[src/rtl/tlc_monitor.sv]
// ============================================================================
// tlc_monitor : traffic-light safety monitor (decode, order, duration checks)
// Rev 1.0 : initial release
// ============================================================================
`default_nettype none

module tlc_monitor #(
  parameter int GREEN_CYC  = 31,
  parameter int YELLOW_CYC = 6,
  parameter int LEFT_CYC   = 11,
  parameter int TOL        = 1,
  parameter int DARK_MAX   = 4
) (
  input  logic       clk,
  input  logic       reset,
  input  logic       h_green,
  input  logic       h_yellow,
  input  logic       h_left,
  input  logic       h_red,
  input  logic       v_green,
  input  logic       v_yellow,
  input  logic       v_left,
  input  logic       v_red,
  input  logic       fault_clr,
  output logic [2:0] phase,
  output logic [7:0] phase_len,
  output logic       fault,
  output logic [2:0] fault_code,
  output logic       flash_en
);

  typedef enum logic [1:0] {
    ST_START = 2'd0,
    ST_RUN   = 2'd1,
    ST_FAULT = 2'd2
  } state_t;

  localparam logic [2:0] c_ph_dark = 3'd0;
  localparam logic [2:0] c_ph_hg   = 3'd1;
  localparam logic [2:0] c_ph_hy   = 3'd2;
  localparam logic [2:0] c_ph_hl   = 3'd3;
  localparam logic [2:0] c_ph_vg   = 3'd4;
  localparam logic [2:0] c_ph_vy   = 3'd5;
  localparam logic [2:0] c_ph_vl   = 3'd6;
  localparam logic [2:0] c_ph_ill  = 3'd7;

  localparam logic [2:0] c_code_none     = 3'd0;
  localparam logic [2:0] c_code_conflict = 3'd1;
  localparam logic [2:0] c_code_seq      = 3'd2;
  localparam logic [2:0] c_code_dark     = 3'd3;
  localparam logic [2:0] c_code_over     = 3'd4;
  localparam logic [2:0] c_code_under    = 3'd5;
  localparam logic [2:0] c_code_timeout  = 3'd6;

  // Duration bounds: min is the shortest acceptable completed phase,
  // max is the first phase_len value that counts as an overrun.
  localparam logic [8:0] c_g_min = 9'(GREEN_CYC - TOL);
  localparam logic [8:0] c_g_max = 9'(GREEN_CYC + TOL + 1);
  localparam logic [8:0] c_y_min = 9'(YELLOW_CYC - TOL);
  localparam logic [8:0] c_y_max = 9'(YELLOW_CYC + TOL + 1);
  localparam logic [8:0] c_l_min = 9'(LEFT_CYC - TOL);
  localparam logic [8:0] c_l_max = 9'(LEFT_CYC + TOL + 1);
  localparam logic [7:0] c_dark_lim = 8'(DARK_MAX + 1);

  function automatic logic [2:0] f_succ(input logic [2:0] p);
    logic [2:0] s;
    case (p)
      c_ph_hg: s = c_ph_hy;
      c_ph_hy: s = c_ph_hl;
      c_ph_hl: s = c_ph_vg;
      c_ph_vg: s = c_ph_vy;
      c_ph_vy: s = c_ph_vl;
      c_ph_vl: s = c_ph_hg;
      default: s = c_ph_ill;
    endcase
    return s;
  endfunction

  function automatic logic [8:0] f_min(input logic [2:0] p);
    logic [8:0] m;
    case (p)
      c_ph_hg, c_ph_vg: m = c_g_min;
      c_ph_hy, c_ph_vy: m = c_y_min;
      c_ph_hl, c_ph_vl: m = c_l_min;
      default:          m = 9'd0;
    endcase
    return m;
  endfunction

  function automatic logic [8:0] f_max(input logic [2:0] p);
    logic [8:0] m;
    case (p)
      c_ph_hg, c_ph_vg: m = c_g_max;
      c_ph_hy, c_ph_vy: m = c_y_max;
      c_ph_hl, c_ph_vl: m = c_l_max;
      default:          m = 9'h1ff;
    endcase
    return m;
  endfunction

  state_t     r_state;
  logic [7:0] r_dark_cnt;
  logic       r_first_hg;

  logic [7:0] w_lamps;
  logic [2:0] w_sample;
  logic       w_lit;
  logic       w_changed;
  logic [7:0] w_len_next;
  logic [8:0] w_len_ext;
  logic       w_clr_now;
  state_t     w_eff_state;
  logic [7:0] w_eff_dark;
  logic [7:0] w_dark_inc;
  logic       w_v_conf, w_v_seq, w_v_dark, w_v_under, w_v_over, w_v_tmo;
  logic       w_viol;
  logic [2:0] w_code;

  assign w_lamps = {h_green, h_yellow, h_left, h_red, v_green, v_yellow, v_left, v_red};

  always_comb begin
    w_sample = c_ph_ill;
    case (w_lamps)
      8'b0000_0000: w_sample = c_ph_dark;
      8'b1000_0001: w_sample = c_ph_hg;
      8'b0100_0001: w_sample = c_ph_hy;
      8'b0010_0001: w_sample = c_ph_hl;
      8'b0001_1000: w_sample = c_ph_vg;
      8'b0001_0100: w_sample = c_ph_vy;
      8'b0001_0010: w_sample = c_ph_vl;
      default:      w_sample = c_ph_ill;
    endcase
  end

  assign w_lit      = (w_sample != c_ph_dark) && (w_sample != c_ph_ill);
  assign w_changed  = (w_sample != phase);
  assign w_len_ext  = {1'b0, phase_len} + 9'd1;
  assign w_len_next = w_changed ? 8'd1 : ((phase_len == 8'hff) ? 8'hff : w_len_ext[7:0]);

  // A clear is processed as a fresh START, so the sample on the clear edge
  // is itself checked and a violation on that edge re-latches the fault.
  assign w_clr_now   = (r_state == ST_FAULT) && fault_clr;
  assign w_eff_state = w_clr_now ? ST_START : r_state;
  assign w_eff_dark  = w_clr_now ? 8'd0 : r_dark_cnt;
  assign w_dark_inc  = w_eff_dark + 8'd1;

  always_comb begin
    w_v_conf  = 1'b0;
    w_v_seq   = 1'b0;
    w_v_dark  = 1'b0;
    w_v_under = 1'b0;
    w_v_over  = 1'b0;
    w_v_tmo   = 1'b0;
    if (w_eff_state != ST_FAULT) begin
      w_v_conf = (w_sample == c_ph_ill);
      if (w_eff_state == ST_START) begin
        w_v_seq = w_lit && (w_sample != c_ph_hg);
        w_v_tmo = (w_sample == c_ph_dark) && (w_dark_inc == c_dark_lim);
      end else begin
        w_v_dark  = w_changed && (w_sample == c_ph_dark);
        w_v_seq   = w_changed && w_lit && (w_sample != f_succ(phase));
        w_v_under = w_changed && !((phase == c_ph_hg) && r_first_hg) &&
                    ({1'b0, phase_len} < f_min(phase));
        w_v_over  = !w_changed && (w_len_ext == f_max(phase));
      end
    end
  end

  always_comb begin
    w_code = c_code_none;
    if      (w_v_conf)  w_code = c_code_conflict;
    else if (w_v_seq)   w_code = c_code_seq;
    else if (w_v_dark)  w_code = c_code_dark;
    else if (w_v_under) w_code = c_code_under;
    else if (w_v_over)  w_code = c_code_over;
    else if (w_v_tmo)   w_code = c_code_timeout;
  end

  assign w_viol = w_v_conf | w_v_seq | w_v_dark | w_v_under | w_v_over | w_v_tmo;

  always_ff @(posedge clk or posedge reset) begin
    if (reset) begin
      r_state    <= ST_START;
      r_dark_cnt <= 8'd0;
      r_first_hg <= 1'b0;
      phase      <= c_ph_dark;
      phase_len  <= 8'd0;
      fault      <= 1'b0;
      fault_code <= c_code_none;
    end else begin
      phase     <= w_sample;
      phase_len <= w_len_next;
      if (w_viol) begin
        r_state    <= ST_FAULT;
        fault      <= 1'b1;
        fault_code <= w_code;
      end else begin
        case (w_eff_state)
          ST_START: begin
            fault      <= 1'b0;
            fault_code <= c_code_none;
            if (w_sample == c_ph_dark) begin
              r_state    <= ST_START;
              r_dark_cnt <= w_dark_inc;
            end else begin
              r_state    <= ST_RUN;
              r_dark_cnt <= 8'd0;
              r_first_hg <= 1'b1;
            end
          end
          ST_RUN: begin
            if (w_changed) r_first_hg <= 1'b0;
          end
          default: begin
            r_state <= ST_FAULT;
          end
        endcase
      end
    end
  end

  assign flash_en = fault;

endmodule

`default_nettype wire

[config.mk]
export PLATFORM = sky130hd
export DESIGN_NAME = tlc_monitor
export DESIGN_NICKNAME = d
export VERILOG_FILES = /design/src/rtl/tlc_monitor.sv
export SDC_FILE = /design/constraint.sdc
export NUM_CORES = 1
export LEC_CHECK = 0
export CAP_MARGIN = 10
export CORE_ASPECT_RATIO = 1.4
export CORE_MARGIN = 2
export CORE_UTILIZATION = 51
export DETAILED_ROUTE_END_ITERATION = 8
export PLACE_DENSITY = 0.77
export SLEW_MARGIN = 20
export SYNTH_ARGS = -nofsm -noshare
export SYNTH_HDL_FRONTEND = slang
export SYNTH_SLANG_ARGS = --single-unit
[constraint.sdc]
create_clock -name clk -period 3.2 [get_ports clk]
set_clock_uncertainty 0.05 [all_clocks]
set_input_delay 0.32 -clock clk [delete_from_list [all_inputs] [get_ports clk]]
set_output_delay 0.32 -clock clk [all_outputs]
set_load 0.01 [all_outputs]
==> flow_summary_export.csv <==
group,metric,value,unit
run_status,outcome,"completed",
global_route,grt_max_degree,27,
sta,setup_viol,0,
synth,synthCells,263,
clock_network,clkSinkCount,26,
clock_network,clk-insertion-delay-late,270,ps
sta,rsz0062_at_grt,"false",
clock_network,clock_path_buffers,2,
final_layout,syn2layout_area_growth,26.3,%
synth,synth.top_cell.area_share,28.5,%
global_route,grt_use_total,23.9,%
power_and_ir_drop,vdd_drop_max,0.199,mV
global_route,grt-ovfl-total,0,
drt,vias,2249,
clock_network,h-tree-depth,1,
synth,ys_top_cells_by_area,"dfrtp_1 29%, ha_1 3.8%, xnor2_1 3.8%",
synth,synth_area,2280,µm²
final_layout,stdcell_area,2880,µm²
clock_network,cts_root_buf,"clkbuf_8",
sta,holdWs,407,ps
synth,ys_ff_latch,26,
sta,finalCritPeriodShare,93.2,%
final_layout,diodes,0,
drt,dr.pass1.iters,4,
clock_network,cts_tree,"built",
floorplan,die_h,83.2,µm
synth,synth_seq_area_share,28.5,%
sta,max_slew.worst_pin.slew,971,ps
drt,antenna_left,0,
power_and_ir_drop,leakagePower,1.18,nW
power_and_ir_drop,power,0.00138,W
final_layout,layout.nets,334,
clock_network,clkTransAtPathRegs,100,ps
worst_setup_path,end_kind,"flop",
power_and_ir_drop,power_density,478,nW/µm²
floorplan,start_util,53.4,%
sta,slew_viol_final,0,
floorplan,die_x,60.5,µm
drt,wl_per_cell,15.3,µm
placed_design,postPlaceCellArea,2780,µm²
synth,synthArstFlopShare,100,%
drt,route.detailed.drc,0,
sta,slew_headroom,34.9,%
floorplan,num_io_pins,27,
synth,synth_edf_count,0,
sta,finalCriticalPeriod,2980,ps
floorplan,dieArea,5030,µm²
final_layout,nFillCells,365,
final_layout,drive_gt1_share,20.3,%
floorplan,num_rows,28,
worst_setup_path,critPathArrivalTime,3120,ps
sta,hold_viol_final,0,
clock_network,cts-buffers-inserted,3,
worst_hold_path,hold_path.class,"primary input to async pin",
placed_design,portBuffers,26,
final_layout,register_area,651,µm²
synth,synth_top_cell_by_area,"dfrtp_1",
synth,yosys.cell_types.count,70,
synth,synth.avg_cell_area,8.68,µm²
sta,fin_setup_tns,0,ps
drt,dr.first_iter.drc_count,146,
placed_design,gp_congestion,0.907,
final_layout,layout_common_cells,"30 x buf_4, 26 x dfrtp_1, 26 x clkdlybuf4s50_1",
synth,ys.flop_type,"dfrtp_1",
global_route,grt_antenna_before_repair,0,
drt,postRouteWirelength,5740,µm
final_layout,multi_input_area,1540,µm²
worst_setup_path,critPathLaunchType,"flop",
job,drv_cap,0,
worst_setup_path,required,3340,ps
global_route,grt_pass1_vias,2182,
worst_setup_path,critPathKind,"flop to flop",
worst_setup_path,cp_max_fo,16,
synth,synth_nets,281,
drt,via_per_inst,6.00,
sta,fmax,0.335,GHz
synth,yosysWarnings,0,
placed_design,hpwlAfterDp,4470,µm
final_layout,final_common_cell,"buf_4",
floorplan,core_area,4270,µm²
global_route,grt_pass1_wl,9560,µm
[flip-flops by register name (all words and copies together) (netlist names)]
| name | cells |
|---|---|
| phase_len | 8 |
| r_dark_cnt | 8 |
| fault_code | 3 |
| phase | 3 |
| r_state | 2 |
| fault | 1 |
| r_first_hg | 1 |
[worst paths after layout]
path,from,end,slack [ps],cells past startpoint
hold / removal,reset,phase_len[7],410,2
setup / recovery,phase[0],fault_code[2],220,13
setup reg to reg,phase[0],fault_code[2],220,13
max in group asynchronous,reset,fault_code[0],2250,2
min in group clk,fault,fault,470,2
hold reg to reg,fault,fault,470,2
[synthesized netlist by cell type (all sizes together), types with 4 or more instances]
cell and number:
inv 16, a31oi 6, nor3 6, xor2 4
nand3 12, dfrtp 26, nand4 4, and3 9
nand2b 4, and2 8, buf 5, nand2 23
o21ai 18, nor2 17, ha 7, a211oi 4
a21oi 12, xnor2 10, nor4 4
[final cells by class]
type                            count  share of cell area [%]
Clock buffer                        3                    1.43
Tap cell                           60                    2.60
Inverter                           16                    2.08
Clock inverter                      1                    1.04
Timing Repair Buffer               56                    16.8
Multi-Input combinational cell    213                    53.4
Sequential cell                    26                    22.6
[cell families after synthesis]
group / synth area share (%)
AOI/OAI and AO/OA: 25.3
xor gates and xnor gates: 5.37
adders and majority gates: 3.84
buffers and inverters: 4.93
DFF: 28.5
muxes: 1.43
and+or+nand+nor: 30.6
[where the power goes]
part	switching (W)	total, W	leakage [nW]	internal, W
clock	0.000112	0.000279	0.0357	0.000167
sequential	0.0000638	0.000450	0.322	0.000386
combinational	0.000331	0.000649	0.827	0.000318
total	0.000507	0.00138	1.18	0.000872
[per-stage QoR]
step           util (%)  setup WS, ps  instances
6_report           67.4           218        375
5_1_grt            67.4          23.1        375
2_1_floorplan         -          33.4        263
4_1_cts            66.8           132        374
3_3_place_gp       65.1          -126        370
3_5_place_dp       65.1          -157        370
[routing by layer]
| layer | track usage (%) | part of all wire, % | vias up |
|---|---|---|---|
| li1 | - | - | 1093 |
| met1 | 26.5 | 39 | 1069 |
| met2 | 42.8 | 53 | 67 |
| met3 | 1.87 | 3.1 | 20 |
| met4 | 12.6 | 4.6 | 0 |
| met5 | 0 | 0 | - |
[timing repair]
item                       4_1_cts  5_1_grt
setup buffers                    0        1
hold buffers                     0        0
setup endpoints to repair        0       12
gates resized for setup          0        4
[worst max-delay path, cell delays in order (launching register included)]
cell and delay [ps]:
dfrtp_1 400, buf_4 190, or3_1 410, nand2_1 80, ha_1 230, a21o_1 190, a21oi_1 130, o22ai_1 120
or3_1 350, o22a_2 240, o211ai_4 120, buf_4 150, o21ai_0 60, nor3_1 170
Power figures use the tool's default switching activity.
